<file path="config.mk">
export PLATFORM = sky130hd
export DESIGN_NAME = sm83_bus_seq
export DESIGN_NICKNAME = d
export VERILOG_FILES = /design/src/rtl/sm83_pkg.sv /design/src/rtl/sm83_tphase_ring.sv /design/src/rtl/sm83_bus_seq.sv
export SDC_FILE = /design/constraint.sdc
export NUM_CORES = 1
export LEC_CHECK = 0
export CAP_MARGIN = 20
export CORE_MARGIN = 1.5
export CORE_UTILIZATION = 44
export DETAILED_ROUTE_END_ITERATION = 7
export PLACE_DENSITY_LB_ADDON = 0.05
export SLEW_MARGIN = 25
export SYNTH_ARGS = -nofsm -noshare
export SYNTH_HDL_FRONTEND = slang
export SYNTH_SLANG_ARGS = --single-unit
</file>
<file path="constraint.sdc">
create_clock -name clk -period 3.1 [get_ports clk]
set_input_delay 0.62 -clock clk [delete_from_list [all_inputs] [get_ports clk]]
set_output_delay 0.62 -clock clk [all_outputs]
set_load 0.01 [all_outputs]
</file>
<file path="src/rtl/sm83_pkg.sv">
// Shared types and legality limits for the sm83 bus sequencer.
package sm83_pkg;

  localparam int ADR_WIDTH_DEF = 16;
  localparam int WORD_SIZE_DEF = 8;

  localparam int T_PER_M_MIN  = 3;
  localparam int T_PER_M_MAX  = 8;
  localparam int WAIT_MAX_MIN = 1;
  localparam int WAIT_MAX_MAX = 255;

  typedef logic [ADR_WIDTH_DEF-1:0] adr_t;
  typedef logic [WORD_SIZE_DEF-1:0] word_t;

  typedef enum logic [1:0] {
    IDLE  = 2'd0,
    READ  = 2'd1,
    WRITE = 2'd2,
    WAIT  = 2'd3
  } bus_state_t;

endpackage

</file>
<file path="src/rtl/sm83_tphase_ring.sv">
// One-hot T-state ring: advances one T-state per clock, wraps after
// T_PER_M, freezes while hold is high, and derives phi and m_end.
module sm83_tphase_ring
  import sm83_pkg::*;
#(
  parameter int T_PER_M = 4
) (
  input  logic               clk,
  input  logic               reset,
  input  logic               hold,
  input  logic               stall,
  output logic [T_PER_M-1:0] t_phase,
  output logic               phi,
  output logic               m_end
);

  localparam int PHI_T = (T_PER_M + 1) / 2;

  if (T_PER_M < T_PER_M_MIN || T_PER_M > T_PER_M_MAX) begin : g_bad_tpm
    $error("sm83_tphase_ring: T_PER_M outside the legal range");
  end

  logic [T_PER_M-1:0] phase_q, phase_d;
  logic               run_q, run_d;

  // Next phase: the first edge after reset release only arms the ring so
  // that T1 is held for one full clock; afterwards rotate unless held.
  always_comb begin
    phase_d = phase_q;
    run_d   = 1'b1;
    if (run_q && !hold) begin
      phase_d = {phase_q[T_PER_M-2:0], phase_q[T_PER_M-1]};
    end
  end

  // Ring state register.
  always_ff @(posedge clk or negedge reset) begin
    if (!reset) begin
      phase_q <= {{(T_PER_M-1){1'b0}}, 1'b1};
      run_q   <= 1'b0;
    end else begin
      phase_q <= phase_d;
      run_q   <= run_d;
    end
  end

  assign t_phase = phase_q;
  assign phi     = |phase_q[PHI_T-1:0];
  assign m_end   = phase_q[T_PER_M-1] && !stall;

endmodule

</file>
<file path="src/rtl/sm83_bus_seq.sv">
// sm83 bus sequencer: one external memory access per M-cycle with
// configurable T-states, ready-driven wait states and wait timeout.
module sm83_bus_seq
  import sm83_pkg::*;
#(
  parameter int ADR_WIDTH = 16,
  parameter int WORD_SIZE = 8,
  parameter int T_PER_M   = 4,
  parameter int WAIT_MAX  = 15
) (
  input  logic                 clk,
  input  logic                 reset,
  input  logic                 req_rd,
  input  logic                 req_wr,
  input  logic [ADR_WIDTH-1:0] req_adr,
  input  logic [WORD_SIZE-1:0] req_wdata,
  output logic [WORD_SIZE-1:0] rdata,
  output logic                 rdata_valid,
  output logic                 m_end,
  output logic [T_PER_M-1:0]   t_phase,
  output logic                 stall,
  output logic                 err,
  output logic                 phi,
  output logic [ADR_WIDTH-1:0] adr,
  output logic [WORD_SIZE-1:0] dout,
  input  logic [WORD_SIZE-1:0] din,
  input  logic                 ready,
  output logic                 lh,
  output logic                 p_rd,
  output logic                 n_rd,
  output logic                 p_wr,
  output logic                 n_wr
);

  if (WAIT_MAX < WAIT_MAX_MIN || WAIT_MAX > WAIT_MAX_MAX) begin : g_bad_wmax
    $error("sm83_bus_seq: WAIT_MAX outside the legal range");
  end

  // Last wait clock before a forced completion.
  localparam logic [7:0] WCNT_LAST = 8'(WAIT_MAX - 1);

  bus_state_t           state_q, state_d;
  logic                 acc_wr_q, acc_wr_d;
  logic [WORD_SIZE-1:0] wdata_q, wdata_d;
  logic [ADR_WIDTH-1:0] adr_q, adr_d;
  logic [WORD_SIZE-1:0] dout_q, dout_d;
  logic [WORD_SIZE-1:0] rdata_q, rdata_d;
  logic                 rdata_valid_q, rdata_valid_d;
  logic                 lh_q, lh_d;
  logic                 err_q, err_d;
  logic [7:0]           wcnt_q, wcnt_d;

  logic in_wait;
  logic sample;
  logic wait_done;
  logic wait_timeout;
  logic ring_hold;

  // The ring must already be held on the edge that enters WAIT, so the hold
  // is decoded combinationally from ready rather than from state_q alone.
  always_comb begin
    in_wait      = (state_q == WAIT);
    sample       = ((state_q == READ) || (state_q == WRITE)) && t_phase[T_PER_M-2];
    wait_timeout = in_wait && !ready && (wcnt_q == WCNT_LAST);
    wait_done    = in_wait && (ready || (wcnt_q == WCNT_LAST));
    ring_hold    = (sample && !ready) || (in_wait && !wait_done);
  end

  sm83_tphase_ring #(
    .T_PER_M (T_PER_M)
  ) u_ring (
    .clk     (clk),
    .reset   (reset),
    .hold    (ring_hold),
    .stall   (in_wait),
    .t_phase (t_phase),
    .phi     (phi),
    .m_end   (m_end)
  );

  // Access sequencing: request capture at m_end, ready sampling at the end
  // of T(T_PER_M-1), wait counting and forced completion on timeout.
  always_comb begin
    state_d       = state_q;
    acc_wr_d      = acc_wr_q;
    wdata_d       = wdata_q;
    adr_d         = adr_q;
    dout_d        = dout_q;
    rdata_d       = rdata_q;
    wcnt_d        = wcnt_q;
    rdata_valid_d = 1'b0;
    lh_d          = 1'b0;
    err_d         = 1'b0;

    if (m_end) begin
      acc_wr_d = req_wr;
      wdata_d  = req_wdata;
      wcnt_d   = 8'd0;
      if (req_rd && req_wr) begin
        state_d = IDLE;
        err_d   = 1'b1;
      end else if (req_rd) begin
        state_d = READ;
        adr_d   = req_adr;
      end else if (req_wr) begin
        state_d = WRITE;
        adr_d   = req_adr;
      end else begin
        state_d = IDLE;
      end
    end else if (sample) begin
      if (ready) begin
        if (!acc_wr_q) begin
          rdata_d       = din;
          rdata_valid_d = 1'b1;
          lh_d          = 1'b1;
        end
      end else begin
        state_d = WAIT;
        wcnt_d  = 8'd0;
      end
    end else if (in_wait) begin
      if (wait_done) begin
        state_d = acc_wr_q ? WRITE : READ;
        wcnt_d  = 8'd0;
        err_d   = wait_timeout;
        if (!acc_wr_q) begin
          rdata_d       = ready ? din : '1;
          rdata_valid_d = 1'b1;
          lh_d          = 1'b1;
        end
      end else begin
        wcnt_d = wcnt_q + 8'd1;
      end
    end else if ((state_q == WRITE) && t_phase[0]) begin
      // Write data goes onto the bus from T2 onwards.
      dout_d = wdata_q;
    end
  end

  // Sequencer and bus output registers.
  always_ff @(posedge clk or negedge reset) begin
    if (!reset) begin
      state_q       <= IDLE;
      acc_wr_q      <= 1'b0;
      wdata_q       <= '0;
      adr_q         <= '0;
      dout_q        <= '0;
      rdata_q       <= '0;
      rdata_valid_q <= 1'b0;
      lh_q          <= 1'b0;
      err_q         <= 1'b0;
      wcnt_q        <= 8'd0;
    end else begin
      state_q       <= state_d;
      acc_wr_q      <= acc_wr_d;
      wdata_q       <= wdata_d;
      adr_q         <= adr_d;
      dout_q        <= dout_d;
      rdata_q       <= rdata_d;
      rdata_valid_q <= rdata_valid_d;
      lh_q          <= lh_d;
      err_q         <= err_d;
      wcnt_q        <= wcnt_d;
    end
  end

  // Strobe decode: read strobe spans the whole M-cycle, write strobe the
  // inner T-states; both stay asserted through WAIT.
  always_comb begin
    p_rd = (state_q == READ) || (in_wait && !acc_wr_q);
    p_wr = ((state_q == WRITE) && !t_phase[0] && !t_phase[T_PER_M-1]) ||
           (in_wait && acc_wr_q);
  end

  assign n_rd        = !p_rd;
  assign n_wr        = !p_wr;
  assign stall       = in_wait;
  assign adr         = adr_q;
  assign dout        = dout_q;
  assign rdata       = rdata_q;
  assign rdata_valid = rdata_valid_q;
  assign lh          = lh_q;
  assign err         = err_q;

endmodule

</file>
==> results of run 1 <==
flip-flops by register name, summed over array words and instances (netlist names):
name            count
wcnt_q              8
u_ring.run_q        1
u_ring.t_phase      4
adr                16
lh                  1
err                 1
rdata               8
dout                8
acc_wr_q            1
state_q             2
wdata_q             8
final cells by class:
type / instances / area share (%)
sequential: 58 / 38.2
multi-input combinational: 154 / 29.6
tap: 75 / 2.47
inverter: 11 / 1.09
clock inverter: 5 / 2.70
clock buffer: 11 / 3.46
timing repair buffer: 87 / 22.5
path summary, 6_finish.rpt:
path	start	endpoint	slack, ns	cells after the start
hold reg to reg	wdata_q[1]$_DFFE_PN0P_	wdata_q[1]$_DFFE_PN0P_	0.47	2
hold / removal	reset	dout[7]$_DFFE_PN0P_	0.22	1
setup reg to reg	state_q[0]$_DFFE_PN0P_	wcnt_q[5]$_DFFE_PN0P_	0.68	7
setup / recovery	state_q[0]$_DFFE_PN0P_	p_wr	0.35	4
max in group asynchronous	reset	u_ring.t_phase[0]$_DFFE_PN1P_	2.20	2
min in group clk	wdata_q[1]$_DFFE_PN0P_	wdata_q[1]$_DFFE_PN0P_	0.47	2
cell families (layout without fill, tap and decap cells):
logic type,count (synthesis),after routing,synth area share (%)
compound gates,44,44,12.0
other cells,1,1,0.139
flops,58,58,53.9
fa+ha+maj,8,8,3.71
simple gates,73,73,14.3
buf+inv,23,114,4.36
mux,28,28,11.6
cell usage after synthesis, types with 2 or more instances:
library cell	count
ha_1	8
o21ai_0	4
inv_1	10
nor2_1	4
o22ai_1	2
nand2b_1	3
buf_4	6
mux2i_1	2
mux2_1	2
a21oi_1	7
nand2_1	39
mux2_2	24
o22a_1	8
clkbuf_1	4
or3_1	2
nor3_1	3
nand4b_1	2
a41oi_1	3
dfrtp_1	57
a31oi_1	6
nand3_1	4
a311oi_1	2
a31o_2	2
through the flow:
stage | hold slack (ns) | area, µm²
floorplan | 0.324 | 2700
global placement | 0.455 | 3570
detailed placement | 0.461 | 3570
CTS | 0.219 | 3800
global route | 0.238 | 3800
finish | 0.218 | 3800
metal layers:
layer / share of wire [%] / global-route usage [%] / vias up
met4: 1.9 / 8.28 / 0
met5: 0 / 0 / -
met1: 42 / 24.9 / 1023
met2: 48 / 31.7 / 82
met3: 7.4 / 6.07 / 10
li1: - / - / 1015
power by group:
group / internal, mW / total, mW / switching [mW]
sequential: 1.09 / 1.31 / 0.219
clock: 0.533 / 0.827 / 0.293
combinational: 1.03 / 1.89 / 0.861
==> results.json, run 1 <==
{
  "status": "completed",
  "place_ws_ns": 0.605,
  "worst_ir_drop_vdd_mv": 0.650,
  "path_clk_slew_ns": 0.07,
  "layout_min_cycle_time_ns": 2.75,
  "yosysUniqueCellTypes": 54,
  "dp_cells": 385,
  "slowest_delay_ns": 0.64,
  "critPathArrivalTime_ns": 2.13,
  "htree_levels": 3,
  "finalCritPeriodShare_pct": 88.8,
  "postCtsHoldBufs": 0,
  "grt_pass1_vias": 2046,
  "ctsResizeCount": 0,
  "clkLatencyLatePin_ns": 0.33,
  "yosysTopAreaCellShare_pct": 52.9,
  "drc": 0,
  "grt_pass1_wl_mm": 9.75,
  "vias": 2130,
  "maxCapViolations": 0,
  "rows": 28,
  "avgSynthCellArea_um2": 11.5,
  "skew_ns": 0.0107,
  "cp-end-kind": "primary output",
  "grtUsageTotal_pct": 19.9,
  "viasPerCell": 5.31,
  "crit_fanout": 19,
  "finalHoldViolations": 0,
  "synthArstFlopShare_pct": 100,
  "p_leak_nw": 1.66,
  "fillers": 487,
  "area_growth_pct": 41.0,
  "start_util_pct": 45.5,
  "fp.dieW_um": 81.3,
  "multi_input_area_um2": 1120,
  "drive_above_1_share_pct": 16.9,
  "synth_edf_count": 0,
  "crit_type": "flip-flop to primary output",
  "io_pins": 83,
  "setup_ws_ns": 0.347,
  "power_density_nw_per_um2": 1060,
  "portBuffers": 82,
  "ys_seq_area_share_pct": 53.9,
  "yosys-top-cells-area": "dfrtp_1 53%, mux2_2 10%, nand2_1 5.4%, ha_1 3.7%, o22a_1 2.6%",
  "layout_common_cells": "81 x clkdlybuf4s50_1, 57 x dfrtp_1, 39 x nand2_1",
  "postCtsSetupBuffers": 0,
  "required_ns": 2.48,
  "critPathSlowestCell": "ha_1",
  "cts_root_buffer": "clkbuf_8",
  "fin_util_pct": 64.2,
  "tightest_slew_ns": 0.722,
  "synth.ff_latch_count": 58,
  "critPathBufInv": 1,
  "nNetsFinal": 366,
  "final_common_cell": "clkdlybuf4s50_1",
  "hold_path_class": "input pin to asynchronous set/reset pin",
  "ant_nets": 0,
  "cts_tree": "built",
  "fin_total_pwr_mw": 4.03,
  "syn_area_um2": 2700,
  "fp.dieH_um": 81.3,
  "place_congestion": 0.843,
  "cts_buffers": 9,
  "path_cells": "ha_1 -> nand2_1 -> o21ai_0 -> clkdlybuf4s50_1",
  "cts_buffer_depth": 2,
  "cp_top_family": "adder cells",
  "stdcell_count": 401,
  "grt-ovfl-total": 0,
  "cts.sinks": 58,
  "routed_wl_mm": 5.92,
  "fmax_ghz": 0.363,
  "critPathLaunchType": "flip-flop",
  "dp_hpwl_mm": 4.27,
  "syn_nets": 280,
  "antenna_found_initial": 0,
  "core_um2": 5920,
  "yosysTopAreaCell": "dfrtp_1",
  "fin_setup_tns_ns": 0,
  "grt_max_degree": 22,
  "ys_warn_count": 0,
  "drt_iter0_drc": 139,
  "drt-wirelength-per-cell_um": 14.8,
  "rsz0062_at_grt": "false",
  "die-area_um2": 6600,
  "diodes": 0,
  "first_pass_iters": 4,
  "postSynthCellCount": 235,
  "maxSlewHeadroom_pct": 51.9,
  "yosys_most_used_dff": "dfrtp_1",
  "final-seq-area_um2": 1450,
  "slew_violations": 0,
  "setup_violations": 0
}
(Power assumes the default switching activity.)
==> run 2: changes to the inputs <==
Settings changed: CELL_PAD_IN_SITES_DETAIL_PLACEMENT set to 2, CELL_PAD_IN_SITES_GLOBAL_PLACEMENT set to 2, CORE_UTILIZATION 44 to 30.
==> run 2 against run 1 <==
  * Global-route usage down 3.4 points
  * Sequential share of layout area down 0.075 points
  * Clock power down 15%
  * Total power down 1.8%
  * Critical path depth unchanged
  * Utilization down 21 points
==> results.json, run 2 (synthesized netlist as in run 1, its figures left out) <==
{
  "status": "completed",
  "nNetsFinal": 365,
  "cts_buffer_depth": 2,
  "cts_buffers": 9,
  "grt-ovfl-total": 0,
  "setup_violations": 0,
  "ff2ff_path_depth": 6,
  "rows": 34,
  "dp_cells": 417,
  "finalHoldViolations": 0,
  "place_congestion": 0.718,
  "grt_max_degree": 59,
  "path_cells": "ha_1 -> nand2b_1 -> inv_2 -> clkdlybuf4s50_1",
  "met3WireLength_um": 328,
  "ant_nets": 0,
  "worst_ir_drop_vdd_mv": 0.339,
  "setup_ws_ns": 0.424,
  "finalCritPeriodShare_pct": 86.3,
  "routed_wl_mm": 7.36,
  "io_pins": 83,
  "path_clk_slew_ns": 0.07,
  "first_pass_iters": 3,
  "die-area_um2": 9560,
  "crit_fanout": 14,
  "r2r-end": "wcnt_q[3]$_DFFE_PN0P_",
  "wl_met2_mm": 3.76,
  "topRoutingLayerUsed": "met4",
  "postCtsHoldBufs": 0,
  "crit_type": "flip-flop to primary output",
  "cts_root_buffer": "clkbuf_8",
  "cp-end-kind": "primary output",
  "intPower_mw": 2.49,
  "critPathSlowestCell": "clkdlybuf4s50_1",
  "slowest_delay_ns": 0.59,
  "antenna_found_initial": 0,
  "p_comb_share_pct": 48.9,
  "rsz0062_at_grt": "false",
  "grt_pass1_vias": 2403,
  "diodes": 0,
  "p_leak_nw": 1.63,
  "place_ws_ns": 0.620,
  "stdcell_count": 433,
  "start_util_pct": 30.9,
  "skew_ns": 0.00779,
  "drive_above_1_share_pct": 16.9,
  "switching_share_pct": 37.0,
  "critPathArrivalTime_ns": 2.06,
  "grtUsageTotal_pct": 16.5,
  "clkLatencyLatePin_ns": 0.34,
  "slew_violations": 0,
  "drt_iter0_drc": 32,
  "clkPwrFrac_pct": 17.7,
  "tightest_slew_ns": 0.743,
  "fp.dieW_um": 97.8,
  "largest_register_ff_count": 16,
  "drt-wirelength-per-cell_um": 17.0,
  "fin_setup_tns_ns": 0,
  "hold_path_class": "input pin to asynchronous set/reset pin",
  "core_um2": 8720,
  "design_area_um2": 3810,
  "final_common_cell": "clkdlybuf4s50_1",
  "power_density_nw_per_um2": 1040,
  "htree_levels": 3,
  "cts.sinks": 58,
  "vias": 2174,
  "cts_tree": "built",
  "fin_total_pwr_mw": 3.96,
  "routedLengthMet1_mm": 3.17,
  "portBuffers": 82,
  "critPathLaunchType": "flip-flop",
  "layout_common_cells": "81 x clkdlybuf4s50_1, 57 x dfrtp_1, 39 x nand2_1",
  "layout_min_cycle_time_ns": 2.68,
  "drc": 0,
  "area_growth_pct": 41.3,
  "fmax_ghz": 0.374,
  "fp.dieH_um": 97.8,
  "viasPerCell": 5.02,
  "dp_hpwl_mm": 5.24,
  "r2r_start": "state_q[0]$_DFFE_PN0P_",
  "maxSlewHeadroom_pct": 50.4,
  "maxCapViolations": 0,
  "ctsResizeCount": 0,
  "postCtsSetupBuffers": 0,
  "reg2reg_slack_ns": 0.69,
  "power.share.sequential_pct": 33.4,
  "switchingPower_mw": 1.46,
  "placed_area_um2": 3610,
  "required_ns": 2.48,
  "grt_pass1_wl_mm": 12.4
}
run 2: power by group through the flow:
stage	sequential, mW	combinational, mW	clock, mW
after global routing	1.38	2.12	0.755
final	1.32	1.94	0.699
after floorplan	1.40	0.968	0
after global placement	1.32	1.94	0
after CTS	1.33	1.98	0.728
after detailed placement	1.34	1.97	0
run 2: critical path: cells and delay by family (launching register included):
| family | cells | cell delay, ns |
|---|---|---|
| buffers and inverters | 2 | 0.82 |
| adder cells (fa/ha/maj) | 1 | 0.30 |
| AND/OR/NAND/NOR | 1 | 0.21 |
| flip-flops | 1 | 0.40 |
run 2: layout make-up:
type                            instances  area [µm²]
Sequential cell                        58        1450
Timing Repair Buffer                   86         858
Multi-Input combinational cell        154        1120
Tap cell                              108         135
Inverter                               11        41.3
Clock inverter                          6        67.6
Fill cell                             924        4910
Clock buffer                           10         128
run 2: worst max path at each step:
stage          cells after the start              startpoint                     to
6_report                           4  state_q[0]$_DFFE_PN0P_                  m_end
5_1_grt                            4  state_q[0]$_DFFE_PN0P_                  m_end
4_1_cts                            4  state_q[0]$_DFFE_PN0P_                  m_end
3_5_place_dp                       5                   ready  wcnt_q[7]$_DFFE_PN0P_
3_3_place_gp                       5                   ready  wcnt_q[7]$_DFFE_PN0P_
2_1_floorplan                      6  state_q[0]$_DFFE_PN0P_                  m_end
run 2: metrics by stage:
stage | hold slack, ns | util (%)
final | 0.277 | 43.7
after global placement | 0.456 | 41.4
after CTS | 0.283 | 43.7
after detailed placement | 0.463 | 41.4
after global routing | 0.307 | 43.7
after floorplan | 0.324 | -
run 2: routing by layer:
layer | track usage, % | up-vias
li1 | - | 1000
met1 | 20.3 | 1130
met2 | 27.7 | 36
met3 | 4.80 | 8
met4 | 5.60 | 0
met5 | 0 | -
